===== src/rtl/rf_seq.sv =====
// ============================================================================
// Module   : rf_seq
// Brief    : Instruction-cycle sequencer for the 16x32 register file; drives
//            the fn_* strobes, the memory handshake and the debug hand-off.
//            Optional macro SINGLE_STEP_EN adds a one-instruction step input.
// Revision : 1.0  initial release
// ============================================================================
`default_nettype none

module rf_seq #(
  parameter int CNT_W = 32
) (
  input  logic             clk,
  input  logic             reset,
  input  logic             run,
  output logic             mem_req,
  output logic             mem_fetch,
  input  logic             mem_ready,
  input  logic             dec_link,
  input  logic             dec_ra_chg,
  input  logic             dec_wb,
  input  logic             dec_mem,
  output logic             ir_we,
  output logic             fn_inc_pc,
  output logic             fn_link,
  output logic             fn_ra_change,
  output logic             fn_wb,
  output logic             dbg_mode,
  input  logic             dbg_req,
  input  logic             dbg_we,
  output logic             dbg_ack,
  output logic             halted,
`ifdef SINGLE_STEP_EN
  input  logic             step,
`endif
  output logic [CNT_W-1:0] icnt
);

  localparam logic [2:0] S_HALT  = 3'd0;
  localparam logic [2:0] S_FETCH = 3'd1;
  localparam logic [2:0] S_EXEC  = 3'd2;
  localparam logic [2:0] S_MEM   = 3'd3;
  localparam logic [2:0] S_WB    = 3'd4;

  logic [2:0]       state_q, state_d;
  logic             ack_q, ack_d;
  logic             ackwe_q, ackwe_d;
  logic             step_q, step_d;
  logic [CNT_W-1:0] icnt_q, icnt_d;
  logic             retire;
  logic             live;

  always_comb begin
    state_d = state_q;
    ack_d   = 1'b0;
    ackwe_d = 1'b0;
    step_d  = step_q;
    retire  = 1'b0;
    case (state_q)
      S_HALT: begin
        // The ack cycle refuses a new request, so a held dbg_req acks every other cycle.
        if (dbg_req && !ack_q) begin
          ack_d   = 1'b1;
          ackwe_d = dbg_we;
        end else if (dbg_req) begin
          state_d = S_HALT;
        end else if (run) begin
          state_d = S_FETCH;
          step_d  = 1'b0;
`ifdef SINGLE_STEP_EN
        end else if (step) begin
          state_d = S_FETCH;
          step_d  = 1'b1;
`endif
        end
      end
      S_FETCH: begin
        if (mem_ready) state_d = S_EXEC;
      end
      S_EXEC: begin
        if (dec_mem)     state_d = S_MEM;
        else if (dec_wb) state_d = S_WB;
        else             retire  = 1'b1;
      end
      S_MEM: begin
        if (mem_ready) begin
          if (dec_wb) state_d = S_WB;
          else        retire  = 1'b1;
        end
      end
      S_WB: begin
        retire = 1'b1;
      end
      default: begin
        state_d = S_HALT;
      end
    endcase
    if (retire) begin
      state_d = (run && !step_q) ? S_FETCH : S_HALT;
      step_d  = 1'b0;
    end
  end

  assign icnt_d = retire ? icnt_q + CNT_W'(1) : icnt_q;

  always_ff @(posedge clk) begin
    if (reset) begin
      state_q <= S_HALT;
      ack_q   <= 1'b0;
      ackwe_q <= 1'b0;
      step_q  <= 1'b0;
      icnt_q  <= '0;
    end else begin
      state_q <= state_d;
      ack_q   <= ack_d;
      ackwe_q <= ackwe_d;
      step_q  <= step_d;
      icnt_q  <= icnt_d;
    end
  end

  // Strobes are suppressed during a reset cycle so the register file is untouched.
  assign live         = !reset;
  assign mem_req      = live && (state_q == S_FETCH || state_q == S_MEM);
  assign mem_fetch    = live && (state_q == S_FETCH);
  assign ir_we        = live && (state_q == S_FETCH) && mem_ready;
  assign fn_inc_pc    = live && (state_q == S_FETCH) && mem_ready;
  assign fn_link      = live && (state_q == S_EXEC) && dec_link;
  assign fn_ra_change = live && (state_q == S_EXEC) && dec_ra_chg;
  assign fn_wb        = live && ((state_q == S_WB) ||
                                 (state_q == S_HALT && ack_q && ackwe_q));
  assign dbg_ack      = live && ack_q;
  assign halted       = (state_q == S_HALT);
  assign dbg_mode     = (state_q == S_HALT);
  assign icnt         = icnt_q;

endmodule

`default_nettype wire


===== config.mk =====
export PLATFORM = sky130hd
export DESIGN_NAME = rf_seq
export DESIGN_NICKNAME = d
export VERILOG_FILES = /design/src/rtl/rf_seq.sv
export SDC_FILE = /design/constraint.sdc
export NUM_CORES = 1
export LEC_CHECK = 0
export CAP_MARGIN = 15
export CORE_ASPECT_RATIO = 1.2
export CORE_UTILIZATION = 45
export CTS_CLUSTER_DIAMETER = 50
export CTS_CLUSTER_SIZE = 24
export DETAILED_ROUTE_END_ITERATION = 7
export DONT_BUFFER_PORTS = 1
export GPL_TIMING_DRIVEN = 0
export PLACE_DENSITY = 0.7
export SKIP_CTS_REPAIR_TIMING = 1
export SLEW_MARGIN = 20
export SYNTH_ARGS = -nofsm -noshare
export SYNTH_HDL_FRONTEND = slang
export SYNTH_SLANG_ARGS = --single-unit
export TNS_END_PERCENT = 100

===== constraint.sdc =====
create_clock -name clk -period 5.7 [get_ports clk]
set_clock_uncertainty 0.1 [all_clocks]
set_input_delay 0.855 -clock clk [delete_from_list [all_inputs] [get_ports clk]]
set_output_delay 0.855 -clock clk [all_outputs]
set_load 0.05 [all_outputs]

### Word level (Yosys, flattened, before mapping)

Index checks and enable logic that the tools add are counted.

* input port bits: 10
* word-level logic and storage cells: 50
* output and inout bits: 42
* bits in registers: 37

* bitwise operators: 2
* $add $sub $neg: 1
* reductions and logical operators: 19
* mux-type cells: 15
* equality and inequality tests: 9

Operators with widths (number)
* $add 32x1->32 const B: 1
* $mux 3: 8
* $pmux 3 s5: 1
* $logic_and 1x1->1: 11
* $ne 3x3->1 const B: 3
* $eq 3x2->1 const B: 2
* $mux 1: 5
* $reduce_and 5->1: 1
* $ne 4x2->1 const B: 1
* $eq 3x1->1 const B: 1
* $eq 3x3->1 const B: 1
* $logic_not 3->1: 1
* $pmux 1 s3: 1
* $reduce_or 3->1: 1
* $logic_not 1->1: 2
* $logic_or 1x1->1: 2
* $ne 2x2->1 const B: 1
* $not 1->1: 2
* $reduce_or 2->1: 1

### Longest topological paths before layout

Gate-level depths: netlist of run 1.

* depth in word-level cells: 5
* depth in mapped cells: 6
* mapped depth without buffers: 4

### Worst setup path after synthesis of run 1

OpenSTA, ideal clock, no wires.

* path type: input port to output port
* start point: input port reset
* end point: output port ir_we
* arrival time: 3199 ps
* path buffers: 3
* cell stages on the path: 5
* slack: 1546 ps
* path through: clkbuf_1 > clkbuf_1 > nor3_1 > and2_1 > buf_4

* cells in the longest elaborated chain, start to end: 3

RTL lines
* start, declared: line 14 `input logic reset,`
* $logic_not 1->1: line 123 `assign live = !reset;`
* $logic_and 1x1->1
* via mem_fetch: line 17 `output logic mem_fetch,`
* $logic_and 1x1->1: line 126 `assign ir_we = live && (state_q == S_FETCH) && mem_ready;`
* end, declared: line 23 `output logic ir_we,`

The timed path passes the listed nets, and every way through them passes these cells.

### Worst setup path after layout of run 1

Same ends and word-level chain as after synthesis.

==> results of run 1 <==
cell usage in the layout (no fill, tap or decap), types with 2 or more instances in the layout:
cell type  synthesis  layout
a2111oi_0          2       2
a2111oi_1          3       3
a2111oi_2          3       3
a2111oi_4          4       4
a211oi_1           8       8
a211oi_2           5       5
a21oi_1           10      10
and2_1             5       5
and3_1             9       9
and4_1             3       3
buf_1              2       3
buf_2              2       2
buf_4              2       3
buf_6              4       4
clkbuf_1          11      12
clkbuf_8           0       6
dfxtp_1           37      37
inv_1              7       7
mux2_1             9       9
mux2_2            19      19
nand2_1           10      10
nand2b_1           2       2
nand3_1           13      13
nand4_1            9       9
nor2_1            36      36
nor2b_1           27      27
nor3_1             7       5
nor3_2             0       2
o211ai_1           2       2
o21ai_0            2       2
sequential cells by signal, indices dropped and copies added (netlist names):
signal   flops
ackwe_q      1
icnt        32
state_q      3
ack_q        1
worst paths after layout:
path	cells after the start	startpoint	end	slack, ns
worst max-delay path	5	reset	ir_we	1.82
worst min-delay path	2	state_q[2]	state_q[1]	0.48
worst max register to register	5	icnt[3]	icnt[26]	2.81
worst min register to register	2	state_q[2]	state_q[1]	0.48
power groups by stage:
stage / combinational, W / clock (W) / sequential (W)
floorplan: 0.0000405 / 0 / 0.000269
global placement: 0.0000473 / 0 / 0.000269
detailed placement: 0.0000511 / 0 / 0.000270
CTS: 0.0000512 / 0.000194 / 0.000264
global route: 0.0000555 / 0.000205 / 0.000264
finish: 0.0000512 / 0.000189 / 0.000264
critical path: stages:
cell and delay [ns]:
clkbuf_1 0.15, clkbuf_1 0.30, nor3_2 0.77, and2_1 0.56
buf_4 0.29
metrics by stage:
stage / setup WS, ns / util [%] / hold WS, ns / cells
2_1_floorplan: 1.55 / - / 0.421 / 268
3_3_place_gp: 1.34 / 48.9 / 0.451 / 328
3_5_place_dp: 1.82 / 49.5 / 0.467 / 330
4_1_cts: 1.81 / 51.2 / 0.482 / 337
5_1_grt: 1.69 / 51.2 / 0.516 / 337
6_report: 1.82 / 51.2 / 0.476 / 337
per-layer routing:
layer,track usage [%],vias to the layer above,share of wire (%)
met5,0,-,0
met4,9.38,0,2.0
met3,5.42,7,5.9
met2,34.8,61,49
met1,26.1,967,43
li1,-,985,-
cell type report:
type	count	area share, %
multi-input cells	203	58.7
flip-flops and latches	37	28.9
plain buffers	21	4.64
clock buffers	7	3.37
well taps	60	2.93
inverters	7	1.02
repair buffers	2	0.439
logic make-up after synthesis:
logic type / after synthesis / synth area share, %
adder cells (fa/ha/maj): 1 / 0.527
XOR/XNOR: 1 / 0.369
multiplexers: 29 / 13.7
flip-flops: 37 / 31.2
AND/OR/NAND/NOR: 127 / 28.8
AO/OA/AOI/OAI: 45 / 19.3
buffers and inverters: 28 / 6.11
==> results.toml, run 1 <==
[clocking]
cts_buffers = 5
cts_tree = "done"
clk_pin_slew_ns = 0.07
cts_buffer_depth = 2
cts_root_buffer = "clkbuf_8"
htree_levels = 2
cts_sinks = 37
clock_latency_ns = 0.29

[power]
p_seq_share_pct = 52.3
p_sw_w = 0.000134
cellLeakagePower_nw = 0.884
powerDensity_nw_per_um2 = 197
ir_drop_mv = 0.0991
power.share.switching_pct = 26.6
combPwrFrac_pct = 10.1
power_frac_clock_pct = 37.6
total_power_w = 0.000504
p_int_w = 0.000370

[run]
drv_cap = 0

[finish]
fin_nets = 288
seqCellArea_um2 = 741
fillers = 471
drive_gt1_share_pct = 19.5
multi_input_area_um2 = 1510
final_area_um2 = 2560
diodes = 0
syn_to_final_growth_pct = 7.96

[logic_synthesis]
synth-edff-count = 0
syn-num-nets = 279
synth_seq_cells = 37
synthTopCellsByCount = "37 x dfxtp_1, 36 x nor2_1, 27 x nor2b_1"
synth_area_leaders = "dfxtp_1 31%, mux2_2 9.0%, nor2b_1 7.1%, nor2_1 5.7%, a2111oi_4 4.6%"
async_flop_share_pct = 0
yosysTopAreaCellShare_pct = 31.2
syn_inst = 268
yosysSeqAreaShare_pct = 31.2
synth_ff_type = "dfxtp_1"
synth_area_leader_cell = "dfxtp_1"
syn_area_um2 = 2370
synth.most_common_cell = "dfxtp_1"
synth_warnings = 0
syn-mean-instance-area_um2 = 8.86
synthDistinctLibCells = 43

[drt]
wl_per_cell_um = 16.5
drc = 0
vias_per_cell = 5.99
drt-initial-drc-count = 129
routed_wl_mm = 5.57
ant_nets = 0
dr.pass1.iters = 4
vias = 2020

[sta]
fin_crit_ns = 3.88
worst_pin_slew_ns = 1.18
slew_viol_final = 0
final_hold_viol_count = 0
tns_ns = 0
setup_violations = 0
fmax_mhz = 258
rsz0062_at_grt = "false"
relSlewSlack_pct = 21.0
timing.final.crit_share_pct = 68.1

[place]
globalplace.congestion = 0.800
placed_cell_area_um2 = 2480
hpwl_mm = 4.04
portBuffers = 0

[grt]
track_usage_pct = 21.4
grt_pass1_vias = 1905
grt_overflow_total = 0
grt_pass1_wl_mm = 8.93
grt_antenna_before_repair = 0
grt_max_degree = 11

[die]
dieArea_um2 = 5570
die_h_um = 81.6
core_um2 = 5010
start_util_pct = 47.4
rows = 28
io-pin-count = 52
die_w_um = 68.3

[worst_setup_path]
cp.required_ns = 4.74
crit_fanout = 10
worstSetupEndpointType = "output pin"
crit_path_start_kind = "input pin"
path_class = "input pin to output pin"
arrival_ns = 2.93

[hold_path]
min_path_type = "flop to flop"

[status]
outcome = "finished, final reports clean"
(Power assumes the default switching activity.)
==> run 2, diff against run 1 <==
--- a/config.mk
+++ b/config.mk
@@ -13,7 +13,7 @@
 export DETAILED_ROUTE_END_ITERATION = 7
 export DONT_BUFFER_PORTS = 1
 export GPL_TIMING_DRIVEN = 0
-export PLACE_DENSITY = 0.7
+export PLACE_DENSITY = 0.72
 export SKIP_CTS_REPAIR_TIMING = 1
 export SLEW_MARGIN = 20
 export SYNTH_ARGS = -nofsm -noshare
==> constraint.sdc (replaced) <==
create_clock -name clk -period 3.3 [get_ports clk]
set_clock_uncertainty 0.1 [all_clocks]
set_input_delay 0.495 -clock clk [delete_from_list [all_inputs] [get_ports clk]]
set_output_delay 0.495 -clock clk [all_outputs]
set_load 0.05 [all_outputs]
==> run 2 against run 1 <==
  * Critical path depth stayed put
  * Combinational power is 74% higher
  * Final cell count is 0.30% higher
  * Non-clock buffer count stayed put
  * Wire length is 2.7% lower
  * Design area is 0.20% higher
  * Register-to-register slack worse by 2.4 ns
  * Hold slack worse by 0.26 ns
  * Largest power group unchanged
==> results.toml, run 2 (synthesized netlist as in run 1, its figures left out) <==
[drt]
routed_wl_mm = 5.42
wl_per_cell_um = 16.0
ant_nets = 0
vias = 2013
drt-initial-drc-count = 90
drc = 0
dr.pass1.iters = 5
vias_per_cell = 5.96

[sta]
rsz0062_at_grt = "false"
relSlewSlack_pct = 36.2
slew_viol_final = 0
fmax_mhz = 317
worst_pin_slew_ns = 0.955
timing.final.crit_share_pct = 95.7
fin_crit_ns = 3.16
setup_violations = 0
final_hold_viol_count = 0
tns_ns = 0

[clocking]
cts_buffers = 5
cts_buffer_depth = 2
cts_sinks = 37
clock_latency_ns = 0.30
cts_root_buffer = "clkbuf_8"
cts_tree = "done"
clk_pin_slew_ns = 0.07
htree_levels = 2

[finish]
seqCellArea_um2 = 741
drive_gt1_share_pct = 19.8
final_util_pct = 51.3
fillers = 462
layout_commonest_cell = "dfxtp_1"
final_cell_mix = "37 x dfxtp_1, 36 x nor2_1, 27 x nor2b_1"
multi_input_area_um2 = 1510
syn_to_final_growth_pct = 8.17
fin_nets = 288
largest_reg_flops = 32
diodes = 0

[status]
outcome = "finished, final reports clean"

[worst_setup_path]
path_class = "input pin to output pin"
worstSetupEndpointType = "output pin"
crit_path_start_kind = "input pin"
cp.required_ns = 2.70
arrival_ns = 2.56
crit_fanout = 10

[die]
io-pin-count = 52
die_w_um = 68.3
die_h_um = 81.6
core_um2 = 5010
rows = 28
start_util_pct = 47.4
dieArea_um2 = 5570

[place]
portBuffers = 0
hpwl_mm = 3.92
globalplace.congestion = 0.767

[grt]
grt_antenna_before_repair = 0
track_usage_pct = 20.8
grt_overflow_total = 0
grt_pass1_wl_mm = 8.77
grt_max_degree = 12
grt_pass1_vias = 1875

[hold_path]
min_path_type = "input pin to flop"

[power]
cellLeakagePower_nw = 0.884
ir_drop_mv = 0.154
powerDensity_nw_per_um2 = 334

[run]
drv_cap = 0
-- run 2: per-layer routing --
| layer | global-route usage (%) | up-vias | part of all wire, % |
|---|---|---|---|
| met5 | 0 | - | 0 |
| met4 | 9.17 | 0 | 1.7 |
| met3 | 5.28 | 10 | 5.0 |
| met2 | 34.5 | 54 | 48 |
| met1 | 24.9 | 957 | 45 |
| li1 | - | 992 | - |
-- run 2: power breakdown --
group	internal (W)	switching [W]
combinational	0.0000235	0.0000655
clock	0.000147	0.000168
sequential	0.000450	0.00000525
-- run 2: final cells by class --
type / count / area share [%]
inverters: 7 / 1.02
clock inverters: 2 / 0.390
clock buffers: 6 / 2.83
flip-flops and latches: 37 / 28.8
well taps: 60 / 2.92
plain buffers: 21 / 4.63
repair buffers: 2 / 0.438
multi-input cells: 203 / 58.9
-- run 2: stage by stage --
step                power, W  cells  worst slack [ns]  instance area, um^2  hold WS, ns
floorplan           0.000535    268             0.157                 2380        0.421
global placement    0.000548    328           -0.0909                 2450        0.449
detailed placement  0.000554    330             0.128                 2480        0.453
CTS                 0.000869    338             0.125                 2560        0.213
global route        0.000893    338            0.0233                 2570        0.228
finish              0.000859    338             0.141                 2570        0.221
-- run 2: path summary, 6_finish.rpt --
kind	from	to	slack, ns	cells past startpoint
worst max-delay path	reset	ir_we	0.14	5
worst min-delay path	dbg_we	ackwe_q	0.22	1
worst max register to register	icnt[3]	icnt[26]	0.44	5
worst min register to register	state_q[2]	state_q[1]	0.47	2
-- run 2: critical path, cell delays in order --
cell and delay [ns]:
clkbuf_1 0.13, clkbuf_1 0.30, nor3_2 0.77, and2_1 0.56
buf_4 0.29
